File: config.mk
export PLATFORM = sky130hd
export DESIGN_NAME = serial_shifter
export DESIGN_NICKNAME = d
export VERILOG_FILES = /design/src/rtl/serial_shifter.sv
export SDC_FILE = /design/constraint.sdc
export NUM_CORES = 1
export LEC_CHECK = 0
export BUFFER_PORTS_ARGS = -buffer_cell sky130_fd_sc_hd__buf_2
export CORE_MARGIN = 2
export CORE_UTILIZATION = 35
export DETAILED_ROUTE_END_ITERATION = 8
export PLACE_DENSITY = 0.59
export SKIP_LAST_GASP = 1
export SYNTH_ARGS = -nofsm -noshare
export SYNTH_HDL_FRONTEND = slang
export SYNTH_SLANG_ARGS = --single-unit
export TNS_END_PERCENT = 50
File: constraint.sdc
create_clock -name clk -period 1.77 [get_ports clk]
set_input_delay 0.354 -clock clk [delete_from_list [all_inputs] [get_ports clk]]
set_output_delay 0.354 -clock clk [all_outputs]
set_load 0.005 [all_outputs]
File: src/rtl/serial_shifter.sv
// ============================================================================
// Module   : serial_shifter
// Function : Bit-serial 16-bit shift engine (SLL/SRA/ROR/ROL), one position
//            per clock, with a start/busy/done handshake.
// Revision : 1.0  initial release
// ============================================================================
`default_nettype none

module serial_shifter #(
  parameter int WIDTH = 16,
  parameter int CNT_W = 4
) (
  input  logic             clk,
  input  logic             rst,
  input  logic             start,
  input  logic [WIDTH-1:0] Shift_In,
  input  logic [CNT_W-1:0] Shift_Val,
  input  logic [1:0]       Mode,
  output logic             busy,
  output logic             done,
  output logic [WIDTH-1:0] Shift_Out
);

  localparam logic [1:0] c_MODE_SLL = 2'b00;
  localparam logic [1:0] c_MODE_SRA = 2'b01;
  localparam logic [1:0] c_MODE_ROR = 2'b10;

  typedef enum logic [1:0] {
    S_IDLE  = 2'd0,
    S_SHIFT = 2'd1,
    S_DONE  = 2'd2
  } state_t;

  state_t           r_state;
  state_t           w_state_nxt;
  logic [WIDTH-1:0] r_work;
  logic [WIDTH-1:0] w_work_nxt;
  logic [WIDTH-1:0] w_step;
  logic [CNT_W-1:0] r_count;
  logic [CNT_W-1:0] w_count_nxt;
  logic [1:0]       r_mode;
  logic [1:0]       w_mode_nxt;
  logic [WIDTH-1:0] r_out;
  logic [WIDTH-1:0] w_out_nxt;

  always_comb begin
    case (r_mode)
      c_MODE_SLL: w_step = {r_work[WIDTH-2:0], 1'b0};
      c_MODE_SRA: w_step = {r_work[WIDTH-1], r_work[WIDTH-1:1]};
      c_MODE_ROR: w_step = {r_work[0], r_work[WIDTH-1:1]};
      default:    w_step = {r_work[WIDTH-2:0], r_work[WIDTH-1]};
    endcase
  end

  always_comb begin
    w_state_nxt = r_state;
    w_work_nxt  = r_work;
    w_count_nxt = r_count;
    w_mode_nxt  = r_mode;
    w_out_nxt   = r_out;
    case (r_state)
      S_IDLE: begin
        if (start) begin
          w_work_nxt  = Shift_In;
          w_count_nxt = Shift_Val;
          w_mode_nxt  = Mode;
          w_state_nxt = S_SHIFT;
        end
      end
      S_SHIFT: begin
        // The count==0 cycle publishes the result rather than shifting, which
        // is what makes the latency Shift_Val+2 including the DONE cycle.
        if (r_count == '0) begin
          w_out_nxt   = r_work;
          w_state_nxt = S_DONE;
        end else begin
          w_work_nxt  = w_step;
          w_count_nxt = r_count - CNT_W'(1);
        end
      end
      S_DONE:  w_state_nxt = S_IDLE;
      default: w_state_nxt = S_IDLE;
    endcase
  end

  always_ff @(posedge clk) begin
    if (rst) begin
      r_state <= S_IDLE;
      r_work  <= '0;
      r_count <= '0;
      r_mode  <= '0;
      r_out   <= '0;
    end else begin
      r_state <= w_state_nxt;
      r_work  <= w_work_nxt;
      r_count <= w_count_nxt;
      r_mode  <= w_mode_nxt;
      r_out   <= w_out_nxt;
    end
  end

  assign busy      = (r_state != S_IDLE);
  assign done      = (r_state == S_DONE);
  assign Shift_Out = r_out;

endmodule

`default_nettype wire

==> summary.md <==
| Metric | Value |
|---|---|
| Outcome | `completed` |
| Final wirelength | `around 4.1 mm` |
| YS warnings | `0` |
| Initial Util | `36.9%` |
| Clk sinks | `40` |
| RD Place Congestion | `0.796` |
| Inst Count DP | `~320` |
| Worst VDD drop | `~0.55 mV` |
| GRT Resource Usage Total | `between 10% and 20%` |
| Ranking of synthesized cells by area | `dfxtp_1, mux2i_1, nor2_1` |
| Fmax | `around 600 MHz` |
| Drt wl/cell | `between 10 and 15 um` |
| Max-Cap Viols | `0` |
| FF/Latch Area | `802 um2` |
| Relative slew slack | `72.6%` |
| WHS Endpoint | `r_mode[1]` |
| TritonCTS clock tree | `built` |
| Setup bufs post-CTS | `0` |
| Fillers | `~550` |
| Ports | `43` |
| Fin crit share | `between 90% and 100%` |
| Post-synthesis cell type count | `32` |
| CP max FO | `32` |
| WHS Path Cells | `3` |
| Layout Cells excl Fill | `between 300 and 400` |
| DRT iter0 DRCs | `61` |
| Vias in the first global route | `1462` |
| CP max stage cell | `dfxtp_1` |
| Global-route wire length before repair | `approximately 6.8 mm` |
| Routed vias | `1590` |
| Clock buffer count from CTS | `5` |
| Kind of end point of the critical path | `register` |
| Post-DP HPWL | `between 2 and 3 mm` |
| Worst skew pair latency | `300 ps` |
| Die area | `0.00610 mm2` |
| Synthesized area | `just under 0.002 mm2` |
| Clock buffer depth | `2` |
| 1st-pass router iterations | `3` |
| Number of remaining DRC errors | `0` |
| Nets | `286` |
| FF-to-FF setup slack | `a little over 100 ps` |
| Post-CTS Hold Buffers | `0` |
| Final setup TNS | `0 ps` |
| Clk slew on worst S/H paths | `80 ps` |
| # H-tree levels | `2` |
| Post-layout minimum cycle time | `between 1500 and 2000 ps` |
| Vias/cell | `4.80` |
| Hold Startpoint | `Mode[1]` |
| Cell Pwr Density | `1020 mW/mm2` |
| Max-slew violations | `0` |
| Sequential-to-total area share from yosys stat | `a little over two fifths` |
| # rows | `26` |
| Worst-path cell chain | `inv_1, ha_1, nor4bb_1, or2_1, buf_12, a311o_1, a21oi_1` |
| Placement Setup Slack | `approximately 96 ps` |
| Initial antenna violation count | `0` |
| Arr. time, crit path | `1900 ps` |
| RSZ-0062 raised after global routing | `false` |
| Synth area leader | `dfxtp_1` |
| Crit path launch type | `register` |
| Worst R2R Path Depth | `7` |
| Die extent in x | `a little under 80 um` |
| Die height | `78.1 um` |
| Final Setup Violations | `0` |
| Root Buffer | `clkbuf_8` |
| Hold Crit Class | `in2reg` |
| Final hold vios | `0` |
| Post-synth top area share | `about two fifths` |
| Worst r2r src | `r_count[0]` |
| CTS resizes | `0` |
| Ratio of cells with drive above 1 in the final layout | `between 20% and 30%` |
| Grt total ovfl | `0` |
| Multi-input logic area | `0.00103 mm2` |
| Commonest non-fill, non-tap cells in the layout | `buf_2, dfxtp_1, nor2_1, mux2i_1, nand2_1` |
| Mapped Avg Cell Area | `about 8.8 um2` |
| Setup Skew | `between 10 and 15 ps` |
| Core Area | `between 0.005 and 0.006 mm2` |
| CP max stage delay | `approximately 350 ps` |
| Setup ws final | `about 100 ps` |
| Port Buffers | `42` |
| Most common cell after layout, fill and taps aside | `buf_2` |
| Required time of the critical path | `2000 ps` |
| Number of diodes | `0` |
| P_leak | `about 0.96 nW` |
| Largest net degree at the start of global routing | `33` |
| Reg2reg end | `r_work[0]` |
| Synth Instances | `218` |
| Area added between synthesis and finish | `21.3%` |
| Synthesized Nets | `~240` |
| Slew @ Worst Pin | `411 ps` |
| Critical path class | `reg2reg` |
| Crit. Startpoint | `r_count[0]` |
| #FFs+latches synth | `40` |
| DRT antenna net count | `0` |
-- per-layer routing --
layer | global-route usage, % | share of wire (%) | up-vias
met5 | 0 | 0 | -
met4 | 5.09 | 1.3 | 0
met3 | 4.94 | 5.1 | 6
met2 | 21.1 | 44 | 27
met1 | 18.5 | 50 | 719
li1 | - | - | 838
-- metrics by stage --
stage	util, %	total power [mW]	hold WS [ps]	cell area, um2
2_1_floorplan	-	1.59	445	1920
3_3_place_gp	43.0	1.77	463	2240
3_5_place_dp	43.0	1.78	469	2240
4_1_cts	44.8	2.42	304	2330
5_1_grt	44.8	2.55	322	2330
6_report	44.8	2.39	309	2330
-- critical path, delay by kind of cell, from the launching register on --
family,cells,cell delay [ps]
flops,1,350
simple gates,2,410
fa+ha+maj,1,220
buf+inv,2,240
compound gates,2,390
-- cell families after synthesis --
group                      Yosys count  synth area share, %
and+or+nand+nor                     79                 18.0
AOI/OAI and AO/OA                   47                 17.5
DFF                                 40                 41.7
muxes                               30                 15.6
buffers and inverters               20                 5.14
xor gates and xnor gates             1                 1.43
adders and majority gates            1                0.651
-- sequential cells by signal (all words and copies together), names as in the netlist --
register	count
r_mode	2
r_count	4
r_work	16
Shift_Out	16
r_state	2
-- worst max path at each step --
stage               slack, ps    endpoint
global route                7  r_work[15]
finish                    100   r_work[0]
global placement          120  r_work[11]
CTS                        80   r_work[0]
detailed placement        100   r_work[0]
floorplan                  50   r_work[5]
-- layout make-up --
type | count | area share, %
clock buffer | 7 | 3.70
timing repair buffer | 51 | 13.0
multi-input combinational | 158 | 44.2
tap | 70 | 3.76
inverter | 4 | 0.644
clock inverter | 1 | 0.322
sequential | 40 | 34.4
-- power by group --
part           internal, mW  switching [mW]  total [mW]
clock                 0.317           0.319       0.636
sequential             1.00           0.101        1.10
combinational         0.317           0.336       0.652
total                  1.63           0.756        2.39
-- Yosys cell counts --
| cell | count |
|---|---|
| or2_1 | 1 |
| nand2_1 | 23 |
| a211o_1 | 14 |
| xor2_4 | 1 |
| a21o_1 | 1 |
| buf_1 | 2 |
| o221ai_1 | 1 |
| nor3b_1 | 2 |
| buf_4 | 1 |
| nor2_1 | 38 |
| nand3b_1 | 1 |
| mux2i_1 | 30 |
| and2_1 | 1 |
| nand3_1 | 3 |
| o21bai_1 | 1 |
| nand2b_1 | 4 |
| a21oi_1 | 15 |
| dfxtp_1 | 40 |
| o211ai_1 | 1 |
| nor2b_1 | 2 |
| ha_1 | 1 |
| a211oi_1 | 1 |
| buf_12 | 1 |
| inv_1 | 4 |
| nand4b_1 | 1 |
| buf_2 | 3 |
| nor4bb_1 | 1 |
| clkbuf_1 | 9 |
| a311o_1 | 1 |
| o21ai_0 | 4 |
| a21oi_2 | 8 |
| nor3_1 | 2 |
No activity file was read; power rests on OpenSTA's default activity.
